File: src/rtl/ita_output_writer.sv
// ITA output writer: accepts requantized N-lane vectors over valid/ready and writes them to
// memory in tiled order (row within tile, column tile, row tile) through a 2-entry buffer.
module ita_output_writer #(
  parameter int unsigned N         = 16,
  parameter int unsigned WI        = 8,
  parameter int unsigned TileRows  = 64,
  parameter int unsigned AddrWidth = 32,
  parameter int unsigned CntWidth  = 16
) (
  input  logic                 clk_i,
  input  logic                 rst_i,
  input  logic                 start_i,
  input  logic [AddrWidth-1:0] base_addr_i,
  input  logic [AddrWidth-1:0] row_stride_i,
  input  logic [CntWidth-1:0]  n_row_tiles_i,
  input  logic [CntWidth-1:0]  n_col_tiles_i,
  input  logic                 inp_valid_i,
  output logic                 inp_ready_o,
  input  logic [N*WI-1:0]      inp_i,
  output logic                 mem_req_o,
  input  logic                 mem_gnt_i,
  output logic [AddrWidth-1:0] mem_addr_o,
  output logic [N*WI-1:0]      mem_wdata_o,
  output logic                 mem_we_o,
  output logic                 busy_o,
  output logic                 done_o
);

  localparam int unsigned DataWidth = N * WI;
  localparam int unsigned BeatBytes = DataWidth / 8;
  localparam int unsigned RowWidth  = (TileRows > 1) ? $clog2(TileRows) : 1;

  localparam logic [1:0] S_IDLE  = 2'd0;
  localparam logic [1:0] S_RUN   = 2'd1;
  localparam logic [1:0] S_DRAIN = 2'd2;
  localparam logic [1:0] S_DONE  = 2'd3;

  typedef struct packed {
    logic [AddrWidth-1:0] addr;
    logic [DataWidth-1:0] data;
  } entry_t;

  logic [1:0]           r_state;
  logic [1:0]           w_state_nxt;

  logic [AddrWidth-1:0] r_stride;
  logic [CntWidth-1:0]  r_nrow;
  logic [CntWidth-1:0]  r_ncol;
  logic [RowWidth-1:0]  r_row;
  logic [CntWidth-1:0]  r_col;
  logic [CntWidth-1:0]  r_tile;
  logic [AddrWidth-1:0] r_tile_ptr;
  logic [AddrWidth-1:0] r_row_ptr;
  logic [AddrWidth-1:0] r_col_off;

  entry_t               r_fifo [2];
  logic                 r_rd_ptr;
  logic                 r_wr_ptr;
  logic [1:0]           r_cnt;

  logic                 w_start;
  logic                 w_zero_job;
  logic                 w_push;
  logic                 w_pop;
  logic                 w_last_row;
  logic                 w_last_col;
  logic                 w_last_tile;
  logic                 w_last_beat;
  logic [AddrWidth-1:0] w_addr;
  entry_t               w_head;

  assign w_start     = (r_state == S_IDLE) && start_i;
  assign w_zero_job  = (n_row_tiles_i == '0) || (n_col_tiles_i == '0);
  assign inp_ready_o = (r_state == S_RUN) && (r_cnt != 2'd2);
  assign w_push      = inp_valid_i && inp_ready_o;
  assign mem_req_o   = (r_cnt != 2'd0);
  assign w_pop       = mem_req_o && mem_gnt_i;
  assign w_head      = r_fifo[r_rd_ptr];
  assign mem_addr_o  = mem_req_o ? w_head.addr : '0;
  assign mem_wdata_o = mem_req_o ? w_head.data : '0;
  assign mem_we_o    = mem_req_o;
  assign busy_o      = (r_state == S_RUN) || (r_state == S_DRAIN);
  assign done_o      = (r_state == S_DONE);

  assign w_last_row  = (r_row == RowWidth'(TileRows - 1));
  assign w_last_col  = (r_col == r_ncol - CntWidth'(1));
  assign w_last_tile = (r_tile == r_nrow - CntWidth'(1));
  assign w_last_beat = w_push && w_last_row && w_last_col && w_last_tile;
  assign w_addr      = r_row_ptr + r_col_off;

  // State register
  always_ff @(posedge clk_i or posedge rst_i) begin
    if (rst_i) r_state <= S_IDLE;
    else       r_state <= w_state_nxt;
  end

  // Next-state logic; DRAIN exits on the final grant so done follows it by one cycle
  always_comb begin
    w_state_nxt = r_state;
    case (r_state)
      S_IDLE:  if (w_start) w_state_nxt = w_zero_job ? S_DONE : S_RUN;
      S_RUN:   if (w_last_beat) w_state_nxt = S_DRAIN;
      S_DRAIN: if ((r_cnt == 2'd0) || ((r_cnt == 2'd1) && w_pop)) w_state_nxt = S_DONE;
      S_DONE:  w_state_nxt = S_IDLE;
      default: w_state_nxt = S_IDLE;
    endcase
  end

  // Tiled address walk: row pointer steps by stride; a finished tile's next row starts the next tile
  always_ff @(posedge clk_i or posedge rst_i) begin
    if (rst_i) begin
      r_stride   <= '0;
      r_nrow     <= '0;
      r_ncol     <= '0;
      r_row      <= '0;
      r_col      <= '0;
      r_tile     <= '0;
      r_tile_ptr <= '0;
      r_row_ptr  <= '0;
      r_col_off  <= '0;
    end else if (w_start) begin
      r_stride   <= row_stride_i;
      r_nrow     <= n_row_tiles_i;
      r_ncol     <= n_col_tiles_i;
      r_row      <= '0;
      r_col      <= '0;
      r_tile     <= '0;
      r_tile_ptr <= base_addr_i;
      r_row_ptr  <= base_addr_i;
      r_col_off  <= '0;
    end else if (w_push) begin
      if (!w_last_row) begin
        r_row     <= r_row + RowWidth'(1);
        r_row_ptr <= r_row_ptr + r_stride;
      end else begin
        r_row <= '0;
        if (!w_last_col) begin
          r_col     <= r_col + CntWidth'(1);
          r_col_off <= r_col_off + AddrWidth'(BeatBytes);
          r_row_ptr <= r_tile_ptr;
        end else begin
          r_col      <= '0;
          r_col_off  <= '0;
          r_tile     <= r_tile + CntWidth'(1);
          r_tile_ptr <= r_row_ptr + r_stride;
          r_row_ptr  <= r_row_ptr + r_stride;
        end
      end
    end
  end

  // Two-entry FIFO of {addr, data}
  always_ff @(posedge clk_i or posedge rst_i) begin
    if (rst_i) begin
      for (int i = 0; i < 2; i++) r_fifo[i] <= '0;
      r_rd_ptr <= 1'b0;
      r_wr_ptr <= 1'b0;
      r_cnt    <= 2'd0;
    end else begin
      if (w_push) begin
        r_fifo[r_wr_ptr] <= '{addr: w_addr, data: inp_i};
        r_wr_ptr         <= ~r_wr_ptr;
      end
      if (w_pop) r_rd_ptr <= ~r_rd_ptr;
      case ({w_push, w_pop})
        2'b10:   r_cnt <= r_cnt + 2'd1;
        2'b01:   r_cnt <= r_cnt - 2'd1;
        default: r_cnt <= r_cnt;
      endcase
    end
  end

endmodule

File: config.mk
export PLATFORM = sky130hd
export DESIGN_NAME = ita_output_writer
export DESIGN_NICKNAME = d
export VERILOG_FILES = /design/src/rtl/ita_output_writer.sv
export SDC_FILE = /design/constraint.sdc
export NUM_CORES = 2
export LEC_CHECK = 0
export CAP_MARGIN = 25
export CELL_PAD_IN_SITES_DETAIL_PLACEMENT = 2
export CELL_PAD_IN_SITES_GLOBAL_PLACEMENT = 2
export CORE_ASPECT_RATIO = 1.75
export CORE_MARGIN = 2
export CORE_UTILIZATION = 37
export DETAILED_ROUTE_END_ITERATION = 8
export PLACE_DENSITY_LB_ADDON = 0.15
export RECOVER_POWER = 25
export SLEW_MARGIN = 20
export SYNTH_ARGS = -nofsm -noshare
export SYNTH_HDL_FRONTEND = slang
export SYNTH_SLANG_ARGS = --single-unit
File: constraint.sdc
create_clock -name clk_i -period 50.1 [get_ports clk_i]
set_clock_uncertainty 0.15 [all_clocks]
set_input_delay 10.02 -clock clk_i [delete_from_list [all_inputs] [get_ports clk_i]]
set_output_delay 10.02 -clock clk_i [all_outputs]
set_load 0.02 [all_outputs]
==> Word-level counts from Yosys, hierarchy flattened <==
Index checks and enable logic that the tools add are counted.
{ "op_classes": {"reduce_logical": 24, "order_cmp": 3, "n_addsub": 10, "mux": 36, "bitwise": 4, "eq_ne": 13} }
{ "op_table": {"columns": ["cell", "n"], "rows": [
  ["160-bit 2-to-1 mux", 4],
  ["32-bit 2-to-1 mux", 12],
  ["320-bit bitwise mux", 1],
  ["160-bit demux with 1-bit select", 1],
  ["128-bit 2-to-1 mux", 1],
  ["16-bit 2-to-1 mux", 8],
  ["32-bit adder", 2],
  ["16-bit by 1-bit adder with 16-bit output (second input constant)", 2],
  ["32-bit by 5-bit adder with 32-bit output (second input constant)", 1],
  ["16-bit equality test", 2],
  ["16-bit zero test", 2],
  ["16-bit by 1-bit subtractor with 16-bit output (second input constant)", 2],
  ["6-bit 2-to-1 mux", 3],
  ["2-bit nonzero test", 5],
  ["1-bit logical AND", 9],
  ["2-bit 2-to-1 mux", 4],
  ["2-bit one-hot mux with 4 select lines", 1],
  ["6-bit by 1-bit adder with 6-bit output (second input constant)", 1],
  ["2-bit by 1-bit equality test with 1-bit output (second input constant)", 3],
  ["2-bit equality test (second input constant)", 3],
  ["6-bit equality test (second input constant)", 1],
  ["2-bit inequality test (second input constant)", 3],
  ["3-bit AND reduction", 2],
  ["2-bit >= comparator (second input constant)", 2],
  ["10 further kinds", 15]
]} }
{ "totals": {"wordCells": 107, "register_bits": 524, "out_inout_bits": 165, "in_bits": 229} }

==> Depth between registers and ports, before layout <==
{ "logic_depth": {"depth_word": 8, "mapped_depth": 13, "mapped_depth_nobuf": 12} }

==> Least setup slack after synthesis <==
No wires, ideal clock.
{ "synth_timing": {"path_kind": "in2reg", "from": "input port inp_valid_i", "to": "register r_col[10]", "path_slack_ps": 38068, "setup_time_ps": 82, "t_required_ps": 49868, "path_buffers": 3, "t_arrival_ps": 11800, "stages": 10, "cell_sequence": "and3b_1 > inv_1 > nor2_1 > nand2_1 > clkbuf_1 > nor2_1 > clkbuf_1 > clkbuf_1 > a21oi_1 > a31oi_1"} }
{ "synth_via": {"elab_chain_len": 3} }
{ "synth_rtl": {"columns": ["element", "line_no", "text"], "rows": [
  ["start, declared", "17", "input logic inp_valid_i,"],
  ["1-bit logical AND", "75", "assign w_push = inp_valid_i && inp_ready_o;"],
  ["2-bit nonzero test (no line)", null, null],
  ["2-bit AND reduction (no line)", null, null],
  ["end signal, assigned", "138", "r_col <= r_col + CntWidth'(1);"],
  ["end, declared", "50", "logic [CntWidth-1:0] r_col;"]
]} }
No other way between the ends.
A chain may end at the register's enable or synchronous reset.

==> results.sh <==
export IMPL_status="complete, but fails checks"
export IMPL_violations="capacitance limit, slew limit"
export IMPL_setup_repair_after_global_routing_missed_its_margin="no"
export IMPL_floorplan_io_pins=394
export IMPL_timing_fmax_mhz=60.4
export IMPL_dieArea_um2=76000
export IMPL_number_of_enable_flip_flop_cells_after_synthesis=0
export IMPL_gp_congestion=0.886
export IMPL_die_width_um=209
export IMPL_timing_final_max_slew_violations=471
export IMPL_min_period_ns=16.56
export IMPL_synth_ff_type="dfrtp_1"
export IMPL_total_global_routing_track_utilization=0.272
export IMPL_min_delay_worst_endpoint="r_fifo[271]"
export IMPL_synth_yosys_seq_area_share=0.477
export IMPL_synthArstFlopShare=1.00
export IMPL_setup_viol=0
export IMPL_ys_seq_elements=520
export IMPL_detailedPlacementHpwl_um=74400
export IMPL_die_height_um=363
export IMPL_yosysWarnings=0
export IMPL_timing_critical_path_arrival_ns=15.78
export IMPL_grt_start_max_net_pins=94
export IMPL_grtUsageMet1=0.289
export IMPL_worstSetupPathType="input pin to async pin"
export IMPL_ff2ff_setup_slack_ns=43.63
export IMPL_clock_tree_buffer_depth=3
export IMPL_maxSlewHeadroom=-1.87
export IMPL_drt_pass1_iter_count=5
export IMPL_postRouteWirelength_um=103000
export IMPL_ir_drop_v=0.0000292
export IMPL_htreeDepth=2
export IMPL_grt_most_used_layer="met2"
export IMPL_clkLatencyLatePin_ns=0.63
export IMPL_yosysUniqueCellTypes=70
export IMPL_finalWorstSetupSlack_ns=33.54
export IMPL_hold_violations=0
export IMPL_cts_setup_buffers=0
export IMPL_post_drt_wl_per_cell_um=24.3
export IMPL_first_global_vias=27000
export IMPL_slew_of_the_pin_with_the_lowest_slew_margin_ns=4.29
export IMPL_power_density_nw_per_um2=57.0
export IMPL_cts_tree="done"
export IMPL_synth_top_area_share=0.477
export IMPL_cell_row_count=131
export IMPL_synth_top_area_cell="dfrtp_1"
export IMPL_ant_nets=0
export IMPL_io_buffer_count=393
export IMPL_sum_neg_setup_slack_ns=0
export IMPL_globalRouteMet3Util=0.0490
export IMPL_critical_path_peak_fanout=93
export IMPL_cts_root_buffer_cell="clkbuf_16"
export IMPL_timing_max_cap_violations=9
export IMPL_power_leakage_uw=0.0160
export IMPL_place_worst_setup_slack_ns=36.04
export IMPL_initial_core_util=0.374
export IMPL_grt_use_met2=0.507
export IMPL_final_period_utilization=0.331
export IMPL_total_number_of_vias=23627
export IMPL_worstSetupEndpointType="async pin"
export IMPL_whs_path_depth=2
export IMPL_synth_area_leaders="dfrtp_1, nand2_1, mux2i_1, mux2_2, nor2_1"
export IMPL_timing_hold_worst_class="register to register"
export IMPL_synthCells=2954
export IMPL_area_growth_synth_to_final_pct=24.2
export IMPL_post_synth_cell_area_avg_um2=9.23
export IMPL_drt_vias_per_instance=5.57
export IMPL_area_of_the_mapped_netlist_um2=27300
export IMPL_postCtsResizedCells=0
export IMPL_regToRegEndpoint="r_tile_ptr[2]"
export IMPL_cts_clk_slew_worst_paths_ns=0.06
export IMPL_timing_rr_start="r_state[1]"
export IMPL_worst_endpoint_required_ns=49.32
export IMPL_numClockSinks=520
export IMPL_grt_antenna_before_repair=12
export IMPL_post_route_cells_drive_above_1_share=0.0837
export IMPL_nets=3570
export IMPL_number_of_design_rule_violations_left_after_detail_routing=0
export IMPL_ff2ff_path_depth=9
export IMPL_first_iter_violations=1060
export IMPL_core_region_um2=72900
export IMPL_ctsHoldBuffers=0
export IMPL_grt_first_pass_wirelength_um=160000
export IMPL_start_kind="input pin"
export IMPL_timing_hold_worst_start="r_fifo[271]"
export IMPL_synth_nets=3257
export IMPL_cts_buffers_inserted=53
export IMPL_total_gr_overflow=0
[synthesized netlist by cell type (all sizes together) (4+ instances only)]
master   instances
o311ai           5
nand2b           7
xnor2           49
nand2          757
o2111ai          5
nor2           264
a21o            21
or2             10
or3             30
o31ai            8
o22ai           11
a221o            4
ha              73
o41ai            7
mux2           134
nor3            19
a22oi            8
buf             41
and2            13
inv             35
or4             10
clkbuf         125
dfrtp          520
nand3           58
and3            32
xor2            59
mux2i          201
nor2b            9
a31oi           46
nor3b            6
nand4           25
o21a            14
o21ai          144
a211oi           8
nor4            21
a21oi          107
o211ai          23
[report_power, final]
group          internal (uW)  total [uW]  switching, uW  leakage, uW
clock                    247         431            184     0.000922
combinational            367         846            478      0.00856
sequential               553         656            103      0.00653
[worst max path at each step]
| stage | from | endpoint | slack, ns | cells after the start |
|---|---|---|---|---|
| floorplan | rst_i | r_cnt[0] | 25.40 | 1 |
| global route | rst_i | r_rd_ptr | 32.28 | 3 |
| finish | rst_i | r_rd_ptr | 33.54 | 3 |
| detailed placement | inp_valid_i | r_tile[8] | 36.04 | 9 |
| global placement | inp_valid_i | r_tile[2] | 36.12 | 9 |
| CTS | r_rd_ptr | mem_wdata_o[106] | 35.98 | 4 |
[cells in the final DEF, fill, tap and decap left out, types with 8 or more instances in the layout]
cell and instances:
nand2_1 756, dfrtp_1 519, clkdlybuf4s50_1 389, nor2_1 260, mux2i_1 201, o21ai_0 143, mux2_2 134, a21oi_1 107
ha_1 72, xor2_1 59, nand3_1 58, clkbuf_16 54, xnor2_1 49, a31oi_1 46, inv_1 34, and3_1 32
or3_1 30, nand4_1 25, o211ai_1 23, buf_4 22, a21o_1 21, nor4_1 21, nor3_1 18, clkbuf_1 15
o21a_1 14, clkinv_2 14, and2_1 12, clkbuf_8 12, o22ai_1 11, or2_2 10, nor2b_1 9, or4_1 9
a211oi_1 8, o31ai_1 8, a22oi_1 8
[state kept, by name (all words and copies together) (netlist names)]
signal,count
r_tile_ptr,32
r_ncol,16
r_fifo,320
r_col,16
r_nrow,16
r_state,2
r_tile,16
r_row_ptr,32
r_stride,32
r_col_off,28
r_row,6
r_rd_ptr,1
r_wr_ptr,1
r_cnt,2
[critical path: stages]
cell           delay (ns)
dlygate4sd3_1        0.55
clkinvlp_2           2.40
clkbuf_1             2.74
[cell families after synthesis]
family / after synthesis / synth area share
multiplexers: 335 / 0.129
adder cells (fa/ha/maj): 75 / 0.0346
AO/OA/AOI/OAI: 439 / 0.0981
AND/OR/NAND/NOR: 1276 / 0.198
flip-flops: 520 / 0.477
buffers and inverters: 201 / 0.0282
XOR/XNOR: 108 / 0.0347
[metal layers]
| metal | vias up | wire length (um) |
|---|---|---|
| met4 | 16 | 5950 |
| met3 | 194 | 4810 |
| met1 | 12152 | 38200 |
| met2 | 515 | 54100 |
| li1 | 10750 | - |
| met5 | - | 80 |
[cell type report]
class / instances / area (um^2)
diodes: 3 / 7.51
clock buffers: 74 / 1550
clock inverters: 25 / 310
fillers: 7818 / 39100
inverters: 35 / 133
multi-input cells: 2233 / 13500
flip-flops and latches: 520 / 13000
well taps: 931 / 1160
repair buffers: 424 / 4160
[stage by stage]
step	power, uW	utilization	area (um^2)	cells	hold WS, ns
3_5_place_dp	1510	0.439	32000	4142	0.316
4_1_cts	1960	0.465	33900	4241	0.332
2_1_floorplan	1120	-	27300	2954	0.289
6_report	1930	0.464	33900	4245	0.327
5_1_grt	2040	0.464	33900	4243	0.344
3_3_place_gp	1460	0.439	32000	4141	0.307
Power figures use the tool's default switching activity.
